[src/rtl/hamming_ext_pkg.sv]
// -----------------------------------------------------------------------------
// hamming_ext_pkg
// Shared types and constants for the extended Hamming (8,4) SECDED decoder.
//
// Codeword layout, bit7..bit0: {p4, d4, d3, d2, p3, d1, p2, p1}
//   - p1/p2/p3 are the classic Hamming(7,4) check bits at positions 1, 2, 4
//     (1-based), so a non-zero syndrome S names the failing bit as bit S-1.
//   - p4 is the overall parity bit that turns SEC into SECDED.
// -----------------------------------------------------------------------------
package hamming_ext_pkg;

    typedef enum logic [1:0] {
        ERR_NONE   = 2'b00,   // clean word
        ERR_CORR   = 2'b01,   // single error in bits 0..6, corrected
        ERR_P4     = 2'b10,   // single error in the overall parity bit only
        ERR_DOUBLE = 2'b11    // double error, data passed through raw
    } err_status_e;

    localparam int P1_POS = 0;
    localparam int P2_POS = 1;
    localparam int D1_POS = 2;
    localparam int P3_POS = 3;
    localparam int D2_POS = 4;
    localparam int D3_POS = 5;
    localparam int D4_POS = 6;
    localparam int P4_POS = 7;

    // Pull the four data bits out of a codeword as {d4, d3, d2, d1}.
    function automatic logic [3:0] extract_data(input logic [7:0] codeword);
        return {codeword[D4_POS], codeword[D3_POS], codeword[D2_POS], codeword[D1_POS]};
    endfunction

endpackage

[src/rtl/hamming_syndrome_ext.sv]
// -----------------------------------------------------------------------------
// hamming_syndrome_ext
// Purely combinational syndrome / overall-parity generator for the extended
// Hamming (8,4) codeword. Has no state, so any checker can reuse it.
//
// Ports:
//   codeword  in  8  {p4,d4,d3,d2,p3,d1,p2,p1}
//   syndrome  out 3  {s3,s2,s1}; non-zero value S points at bit S-1
//   parity    out 1  XOR of all eight bits (1 = odd number of flips)
// -----------------------------------------------------------------------------
module hamming_syndrome_ext
    import hamming_ext_pkg::*;
(
    input  logic [7:0] codeword,
    output logic [2:0] syndrome,
    output logic       parity
);

    logic s1;
    logic s2;
    logic s3;

    assign s1 = codeword[P1_POS] ^ codeword[D1_POS] ^ codeword[D2_POS] ^ codeword[D4_POS];
    assign s2 = codeword[P2_POS] ^ codeword[D1_POS] ^ codeword[D3_POS] ^ codeword[D4_POS];
    assign s3 = codeword[P3_POS] ^ codeword[D2_POS] ^ codeword[D3_POS] ^ codeword[D4_POS];

    assign syndrome = {s3, s2, s1};

    // Written out per position rather than as a reduction so the bit map
    // in the package remains the single source of truth for the layout.
    assign parity = codeword[P1_POS] ^ codeword[P2_POS] ^ codeword[D1_POS] ^ codeword[P3_POS]
                  ^ codeword[D2_POS] ^ codeword[D3_POS] ^ codeword[D4_POS] ^ codeword[P4_POS];

endmodule

[src/rtl/hamming_decoder_ext.sv]
// -----------------------------------------------------------------------------
// hamming_decoder_ext
// Two-stage pipelined SECDED decoder for extended Hamming (8,4) codewords,
// with saturating health counters for corrected and uncorrectable words.
//
// Parameters:
//   CNT_W            width of each error counter (>= 2)
//
// Ports:
//   clk              clock, rising edge
//   rst              asynchronous, active-high reset
//   in_valid         codeword valid
//   in_ready         decoder can take a codeword this cycle
//   in_codeword[8]   {p4,d4,d3,d2,p3,d1,p2,p1}
//   out_valid        decoded result valid
//   out_ready        downstream accepts the result
//   out_data[4]      {d4,d3,d2,d1}, corrected where possible
//   out_status[2]    00 clean, 01 corrected, 10 p4-only error, 11 double error
//   out_syndrome[3]  {s3,s2,s1}, debug visibility
//   cnt_clr          synchronous clear of both counters (wins over increment)
//   corr_cnt         output-handshaked words with status 01 or 10
//   uncorr_cnt       output-handshaked words with status 11
//
// Optional build macro HAMMING_DEC_ERR_LOG_EN adds:
//   err_log_valid        a double-error codeword has been captured
//   err_log_codeword[8]  raw codeword of the first double error seen
//                        downstream since reset / cnt_clr (sticky)
//
// Pipeline: S1 holds the raw codeword, S2 holds the decoded result. Decode
// is combinational between them. A stage loads when it is empty or when
// its downstream is taking its current contents this cycle.
// -----------------------------------------------------------------------------
module hamming_decoder_ext
    import hamming_ext_pkg::*;
#(
    parameter int CNT_W = 16
) (
    input  logic             clk,
    input  logic             rst,
    input  logic             in_valid,
    output logic             in_ready,
    input  logic [7:0]       in_codeword,
    output logic             out_valid,
    input  logic             out_ready,
    output logic [3:0]       out_data,
    output logic [1:0]       out_status,
    output logic [2:0]       out_syndrome,
    input  logic             cnt_clr,
    output logic [CNT_W-1:0] corr_cnt,
    output logic [CNT_W-1:0] uncorr_cnt
`ifdef HAMMING_DEC_ERR_LOG_EN
    ,
    output logic             err_log_valid,
    output logic [7:0]       err_log_codeword
`endif
);

    // ---------------------------------------------------------------------
    // Pipeline state
    // ---------------------------------------------------------------------
    logic        s1_valid;
    logic [7:0]  s1_codeword;

    logic        s2_valid;
    logic [3:0]  s2_data;
    err_status_e s2_status;
    logic [2:0]  s2_syndrome;
`ifdef HAMMING_DEC_ERR_LOG_EN
    logic [7:0]  s2_raw;
`endif

    logic in_fire;
    logic out_fire;
    logic s2_load;
    logic s1_advance;

    assign out_fire   = s2_valid && out_ready;
    // S2 can take a new word when empty or when its word leaves this cycle.
    assign s2_load    = !s2_valid || out_ready;
    assign s1_advance = s1_valid && s2_load;
    assign in_ready   = !s1_valid || s1_advance;
    assign in_fire    = in_valid && in_ready;

    // ---------------------------------------------------------------------
    // Decode between S1 and S2
    // ---------------------------------------------------------------------
    logic [2:0]  dec_syndrome;
    logic        dec_parity;
    logic [7:0]  flip_mask;
    logic [7:0]  dec_codeword;
    err_status_e dec_status;

    hamming_syndrome_ext u_syndrome (
        .codeword (s1_codeword),
        .syndrome (dec_syndrome),
        .parity   (dec_parity)
    );

    always_comb begin
        flip_mask    = 8'h00;
        dec_status   = ERR_NONE;
        if (dec_syndrome == 3'd0) begin
            // Zero syndrome with odd parity means only p4 flipped; the data
            // bits are untouched.
            if (dec_parity) begin
                dec_status = ERR_P4;
            end
        end else if (dec_parity) begin
            flip_mask  = 8'(1) << (dec_syndrome - 3'd1);
            dec_status = ERR_CORR;
        end else begin
            // Even parity with a non-zero syndrome: two bits flipped. Do not
            // "correct" -- that would corrupt a third bit.
            dec_status = ERR_DOUBLE;
        end
        dec_codeword = s1_codeword ^ flip_mask;
    end

    // ---------------------------------------------------------------------
    // Stage 1: raw codeword register
    // ---------------------------------------------------------------------
    always_ff @(posedge clk or posedge rst) begin
        if (rst) begin
            s1_valid    <= 1'b0;
            s1_codeword <= 8'h00;
        end else begin
            if (in_fire) begin
                s1_valid    <= 1'b1;
                s1_codeword <= in_codeword;
            end else if (s1_advance) begin
                s1_valid    <= 1'b0;
            end
        end
    end

    // ---------------------------------------------------------------------
    // Stage 2: decoded result register (also the output register, so the
    // outputs are held naturally while out_ready is low)
    // ---------------------------------------------------------------------
    always_ff @(posedge clk or posedge rst) begin
        if (rst) begin
            s2_valid    <= 1'b0;
            s2_data     <= 4'h0;
            s2_status   <= ERR_NONE;
            s2_syndrome <= 3'd0;
`ifdef HAMMING_DEC_ERR_LOG_EN
            s2_raw      <= 8'h00;
`endif
        end else if (s2_load) begin
            s2_valid <= s1_valid;
            if (s1_valid) begin
                s2_data     <= extract_data(dec_codeword);
                s2_status   <= dec_status;
                s2_syndrome <= dec_syndrome;
`ifdef HAMMING_DEC_ERR_LOG_EN
                s2_raw      <= s1_codeword;
`endif
            end
        end
    end

    assign out_valid    = s2_valid;
    assign out_data     = s2_data;
    assign out_status   = s2_status;
    assign out_syndrome = s2_syndrome;

    // ---------------------------------------------------------------------
    // Health counters: counted only on the output handshake so a word held
    // under backpressure is never counted twice.
    // ---------------------------------------------------------------------
    logic is_corr;
    logic is_double;

    assign is_corr   = out_fire && ((s2_status == ERR_CORR) || (s2_status == ERR_P4));
    assign is_double = out_fire && (s2_status == ERR_DOUBLE);

    always_ff @(posedge clk or posedge rst) begin
        if (rst) begin
            corr_cnt   <= '0;
            uncorr_cnt <= '0;
        end else if (cnt_clr) begin
            corr_cnt   <= '0;
            uncorr_cnt <= '0;
        end else begin
            if (is_corr && (corr_cnt != '1)) begin
                corr_cnt <= corr_cnt + CNT_W'(1);
            end
            if (is_double && (uncorr_cnt != '1)) begin
                uncorr_cnt <= uncorr_cnt + CNT_W'(1);
            end
        end
    end

`ifdef HAMMING_DEC_ERR_LOG_EN
    // First double-error codeword is sticky until cnt_clr.
    always_ff @(posedge clk or posedge rst) begin
        if (rst) begin
            err_log_valid    <= 1'b0;
            err_log_codeword <= 8'h00;
        end else if (cnt_clr) begin
            err_log_valid    <= 1'b0;
            err_log_codeword <= 8'h00;
        end else if (is_double && !err_log_valid) begin
            err_log_valid    <= 1'b1;
            err_log_codeword <= s2_raw;
        end
    end
`endif

endmodule

[config.mk]
export PLATFORM = sky130hd
export DESIGN_NAME = hamming_decoder_ext
export DESIGN_NICKNAME = d
export VERILOG_FILES = /design/src/rtl/hamming_ext_pkg.sv /design/src/rtl/hamming_syndrome_ext.sv /design/src/rtl/hamming_decoder_ext.sv
export SDC_FILE = /design/constraint.sdc
export NUM_CORES = 1
export LEC_CHECK = 0
export BUFFER_PORTS_ARGS = -buffer_cell sky130_fd_sc_hd__clkbuf_2
export CAP_MARGIN = 5
export CORE_ASPECT_RATIO = 1.5
export CORE_MARGIN = 8
export CORE_UTILIZATION = 55
export CTS_CLUSTER_DIAMETER = 150
export DETAILED_ROUTE_END_ITERATION = 7
export PLACE_DENSITY = 0.79
export SLEW_MARGIN = 25
export SYNTH_ARGS = -nofsm -noshare
export SYNTH_HDL_FRONTEND = slang
export SYNTH_SLANG_ARGS = --single-unit
[constraint.sdc]
create_clock -name clk -period 4.75 [get_ports clk]
set_input_delay 0.7125 -clock clk [delete_from_list [all_inputs] [get_ports clk]]
set_output_delay 0.7125 -clock clk [all_outputs]
set_load 0.03 [all_outputs]
# ---- Yosys cells after proc, flatten, opt, wreduce, memory -nomap -nowiden
# Cells that the tools add are included.
dict set report totals {
  regBits 51
  in_bits 13
  output_inout_bits 43
}
dict set report op_classes {
  n_shift 1
  muxes 11
  n_eq_ne 5
  bitwise_logic 17
  n_reduce_logical 17
  addsub 3
}
# operator n
set ops {}
lappend ops {{$mux 16} 4}
lappend ops {{$add 16x1->16 const B} 2}
lappend ops {{$ne 16x16->1 const B} 2}
lappend ops {{$xor 1x1->1} 16}
lappend ops {{$mux 7} 2}
lappend ops {{$logic_and 1x1->1} 7}
lappend ops {{$shl 1x3->7 const A} 1}
lappend ops {{$xor 7x7->7} 1}
lappend ops {{$mux 2} 3}
lappend ops {{$reduce_bool 2->1} 3}
lappend ops {{$eq 2x2->1 const B} 2}
lappend ops {{$logic_not 3->1} 1}
lappend ops {{$logic_or 1x1->1} 3}
lappend ops {{$sub 3x1->3 const B} 1}
lappend ops {{$eq 2x1->1 const B} 1}
lappend ops {{$logic_not 1->1} 2}
lappend ops {{$mux 1} 2}
lappend ops {{$reduce_and 2->1} 1}

# ---- Depth between registers and ports, before layout
dict set report depth {
  ltp_word 10
  depth_mapped 9
  depth_no_buf 8
}

# ---- Modules after synthesis
# A second synthesis with hierarchy kept.
dict set report hier_totals {
  cells_unflattened 274
  hier_area_um2 2717.6
}
# module area_each_um2 seq_area_each_um2 instances cells_each
set by_module_without_submodules {}
lappend by_module_without_submodules {hamming_decoder_ext 2591.2 1276.2 1 260}
lappend by_module_without_submodules {hamming_syndrome_ext 126.4 0.0 1 14}

# ---- Least setup slack after synthesis
# OpenSTA, ideal clock, no wires.
dict set report synth_timing {
  kind {reg2reg}
  start {register s1_codeword[6]}
  end {register s2_data[1], in the netlist out_data[1]}
  arrival_ns 2.150
  path_stages_with_launch 10
  required_time_ns 4.663
  setup_time_ns 0.087
  path_buffers 1
  path_slack_ns 2.514
  path_cell_list {dfrtp_1 > xnor2_1 > xnor2_1 > buf_2 > nor2_1 > ha_1 > nor2_1 > inv_1 > or4_1 > o211ai_1}
}
dict set report synth_via {
  elab_chain_cells 6
  elab_cells_between_ends 11
  classes_between {1 x add/sub; 1 x shift; 2 x mux; 6 x bitwise; 1 x reduce/logical}
}
# element line
set synth_lines {}
lappend synth_lines {{from (decl)} hamming_decoder_ext.sv:62} ;# logic [7:0] s1_codeword;
lappend synth_lines {{from (signal assigned)} hamming_decoder_ext.sv:129} ;# s1_codeword <= in_codeword;
lappend synth_lines {{$xor 1x1->1 (on tied branches)} {hamming_syndrome_ext.sv:23, hamming_syndrome_ext.sv:24, hamming_syndrome_ext.sv:25}}
lappend synth_lines {{$sub 3x1->3} hamming_decoder_ext.sv:109} ;# flip_mask = 8'(1) << (dec_syndrome - 3'd1);
lappend synth_lines {{$shl 1x3->7} hamming_decoder_ext.sv:109}
lappend synth_lines {{$mux 7} hamming_decoder_ext.sv:108} ;# end else if (dec_parity) begin
lappend synth_lines {{$mux 7 *} hamming_decoder_ext.sv:102} ;# if (dec_syndrome == 3'd0) begin
lappend synth_lines {{$xor 7x7->7 *} hamming_decoder_ext.sv:116} ;# dec_codeword = s1_codeword ^ flip_mask;
lappend synth_lines {{to (signal assigned)} hamming_decoder_ext.sv:152} ;# s2_data <= extract_data(dec_codeword);
lappend synth_lines {{to (decl)} hamming_decoder_ext.sv:65} ;# logic [3:0] s2_data;
# Mark *: on every way between the ends. The rest lies on a longest branch, timed or not.
# A chain may end at the register's enable or synchronous reset.

# ---- Worst setup path in the final report
# Same ends and word-level chain as after synthesis.

==> summary.md <==
| Metric | Value |
|---|---|
| Post-Syn Area | between 2000 and 3000 sq um |
| Share of synthesized area occupied by flip-flops and latches | 43.6% |
| Largest stage delay on the critical path | approximately 0.65 ns |
| Starting Density | 57.1% |
| Number of buffers inserted during clock tree synthesis | 5 |
| Highest fanout seen on the critical path | 11 |
| Die boundary height | 105 um |
| Netlist cell types | 45 |
| Routed via count divided by cell count | slightly above 6 |
| Final critical delay including setup and external delays | 2.81 ns |
| Number of sinks handled by clock tree synthesis | 51 |
| Floorplan core area | 5120 sq um |
| Dpl hpwl | 4700 um |
| FILL cells | 434 |
| Clock-pin slew on the worst setup and hold paths | 0.10 ns |
| Min-delay worst type | in -> async |
| Type of element capturing the critical path | register |
| Data arrival, critical path | 3.05 ns |
| Diode insertion count for antenna repair | 0 |
| Number of buffers between clock root and the deepest sink | 2 |
| Setup violation total in the final timing report | 0 |
| FFs w/ async S/R, synth | 100% |
| Final Skew | 0.0115 ns |
| Mapped Nets | 311 |
| Period utilization | 59.1% |
| Worst Path Class, Setup | reg -> reg |
| Total count of max-transition violations in the final report | 0 |
| First-pass GRT wire length | 10900 um |
| Number of setup buffers added after CTS | 0 |
| CP startpoint kind | register |
| Peak VDD IR | approximately 350 uV |
| Standard-cell rows | 32 |
| Final hold violation count | 0 |
| Synthesis Warnings | 0 |
| Share of layout cells above drive strength 1 | 28.2% |
| All-layer global routing usage | 16.9% |
| Run status | complete, no violations |
| Buf+Inv Stages, Crit Path | 1 |
| Transition time at the pin with the least slew margin | 0.818 ns |
| Post-synthesis register bit count | 51 |
| Width of the die | ~76 um |
| Number of H-tree levels | 2 |
| Wirelength per Cell | 15.6 um |
| Multi-input gate area | 1580 sq um |
| PostCTS Resize Cnt | 0 |
| Most instantiated flip-flop cell in the synthesis netlist | dfrtp_1 |
| Final weighted congestion of routability-driven global placement | 0.866 |
| Startpoint of the lowest-slack register-to-register path | s1_codeword[6] |
| Critical Path Stages | 8 |
| Footprint of the flip-flops and latches | 1280 sq um |
| Number of global-route vias before repair | roughly 2400 |
| Worst-case register-to-register setup slack | 1.94 ns |
| Total gr overflow | 0 |
| Startpoint of the worst setup timing path | s1_codeword[6] |
| Number of top-level pins | 56 |
| Reg-to-reg endpoint | out_data[1] |
| Final Core Density | 65.7% |
| Number of vias in the routed layout | 2501 |
| Final standard cell area without fillers | 3370 sq um |
| Iteration-0 DRC Markers | approximately 90 |
| Cell type of the slowest stage on the worst timing path | xnor2_1 |
| Antenna violations before repair | 0 |
| Clk_lat worst skew | about 0.31 ns |
| Area grow syn2layout | 15.2% |
| Maximum number of pins on one net before global-route repair | 52 |
| ANT nets after route | 0 |
| Port bufs | 55 |
| Placed cell areas | 3230 sq um |
| Number of buffers inserted for hold repair after clock tree synthesis | 0 |
| Mean cell area of the mapped netlist | 9.95 sq um |
| Total negative setup slack | 0 ns |
| Required time of the critical path | 4.99 ns |
| Unrepaired setup endpoints after global routing | false |
| Cell chain of the critical path | xnor2_1 > xnor2_1 > nor2_1 > ha_1 > nor2_1 > inv_1 > or4_1 > o211ai_1 |
| CP top delay family | XOR/XNOR gates |
| Worst hold slack across all endpoints | 0.466 ns |
| CTS tree | done |
| Layout Nets | 360 |
| Router iterations before antenna repair | 4 |
| Total leakage power | 1.49 nW |
| DIE AREA | 7960 sq um |
| Max-slew headroom | 45.4% |
| Remaining design rule violation count | 0 |
| Number of synthesized flops with an enable pin | 0 |
| Pwr/cell area | 391 nW/um^2 |
| Final Routed Wirelength | around 6400 um |
| Max Fclk | 356 MHz |
| R2R depth | 8 |
| Clock root cell | clkbuf_8 |
| Max-capacitance violation count | 0 |
| Gate count after technology mapping | a little under 300 |
| Last element of the critical path | out_data[1] |
[worst min-delay path by stage]
stage                                from               to  slack, ns  depth (start not counted)
after global routing      out_syndrome[2]  out_syndrome[2]       0.52                          2
final                                 rst   uncorr_cnt[10]       0.47                          2
after floorplan            s1_codeword[1]   s1_codeword[1]       0.50                          1
after global placement    out_syndrome[0]  out_syndrome[0]       0.47                          2
after CTS                 out_syndrome[2]  out_syndrome[2]       0.49                          2
after detailed placement  out_syndrome[2]  out_syndrome[2]       0.47                          2
[metal layers]
layer / part of all wire [%] / GRT usage (%) / vias to the layer above
met1: 39 / 18.9 / 1221
met5: 0 / 0 / -
met2: 53 / 29.3 / 72
met4: 1.1 / 6.49 / 0
met3: 6.2 / 4.17 / 7
li1: - / - / 1201
[layout by cell type (no fill, tap or decap), drive strengths merged, types with 2 or more instances in the layout]
cell / Yosys / routed
clkbuf: 10 / 60
dfrtp: 51 / 51
a21oi: 24 / 24
mux2: 20 / 20
nor2: 18 / 18
nand2: 17 / 17
nand3: 13 / 13
nor2b: 12 / 12
or4: 11 / 11
nand4: 11 / 11
o21ai: 9 / 9
o31ai: 9 / 9
and3: 9 / 9
xnor2: 8 / 8
nand2b: 7 / 7
and4: 6 / 6
or3: 5 / 5
nor3: 5 / 5
a211oi: 5 / 5
inv: 5 / 5
and2: 4 / 4
a41oi: 4 / 4
ha: 4 / 4
nor4: 4 / 4
xor2: 3 / 3
a221o: 3 / 3
nand3b: 2 / 2
o41ai: 2 / 2
or2: 2 / 2
bufinv: 0 / 2
o311ai: 2 / 2
[cell families after synthesis]
group                      count (synthesis)  synth area share, %
and+or+nand+nor                          127                 25.9
AOI/OAI and AO/OA                         61                 13.6
DFF                                       51                 43.6
muxes                                     21                 8.04
buffers and inverters                     18                 2.52
xor gates and xnor gates                  12                 4.58
adders and majority gates                  4                 1.71
[where the power goes]
group	switching [W]	total, W	internal [W]
clock	0.000153	0.000363	0.000210
sequential	0.0000434	0.000527	0.000484
combinational	0.000272	0.000426	0.000155
total	0.000468	0.00132	0.000848
[cell type report]
class                           count  share of cell area, %
Clock buffer                        5                   2.04
Inverter                            5                  0.631
Sequential cell                    51                   37.9
Multi-Input combinational cell    225                   46.8
Tap cell                           68                   2.53
Clock inverter                      3                   2.01
Timing Repair Buffer               55                   8.17
[Yosys cell counts, types with 5 or more instances]
cell	number	share of area, %
or4_1	11	2.8
a21oi_1	24	4.1
nand4_1	10	2.1
nor3_1	5	0.86
nor2_1	18	2.3
xnor2_1	6	1.8
and3_1	8	1.7
nand3_1	13	2.2
nor2b_1	12	2.6
o21ai_0	9	1.5
mux2_2	20	7.7
dfrtp_1	51	44
clkbuf_1	10	1.3
nand2b_1	7	1.5
a211oi_1	5	1.3
nand2_1	17	2.2
o31ai_1	9	2.3
inv_1	5	0.64
or3_1	5	1.1
[registers in the layout, indices dropped and copies added (netlist names)]
| name | cells |
|---|---|
| s1_valid | 1 |
| out_syndrome | 3 |
| s1_codeword | 8 |
| corr_cnt | 16 |
| out_data | 4 |
| uncorr_cnt | 16 |
| out_status | 2 |
| out_valid | 1 |
[worst register-to-register path: cells and delay by family, from the launching register on]
kind / cells / cell delay, ns
flip-flops: 1 / 0.44
AO/OA/AOI/OAI: 1 / 0.18
AND/OR/NAND/NOR: 3 / 0.84
adder cells (fa/ha/maj): 1 / 0.34
buffers and inverters: 1 / 0.11
XOR/XNOR: 2 / 0.84
[metrics by stage]
step | instances | power (W) | setup WS (ns)
global placement | 404 | 0.000940 | 2.22
floorplan | 294 | 0.000850 | 2.51
finish | 412 | 0.00132 | 1.94
CTS | 412 | 0.00133 | 1.96
detailed placement | 404 | 0.000954 | 2.05
global route | 412 | 0.00138 | 1.73
No activity file was read; power rests on OpenSTA's default activity.
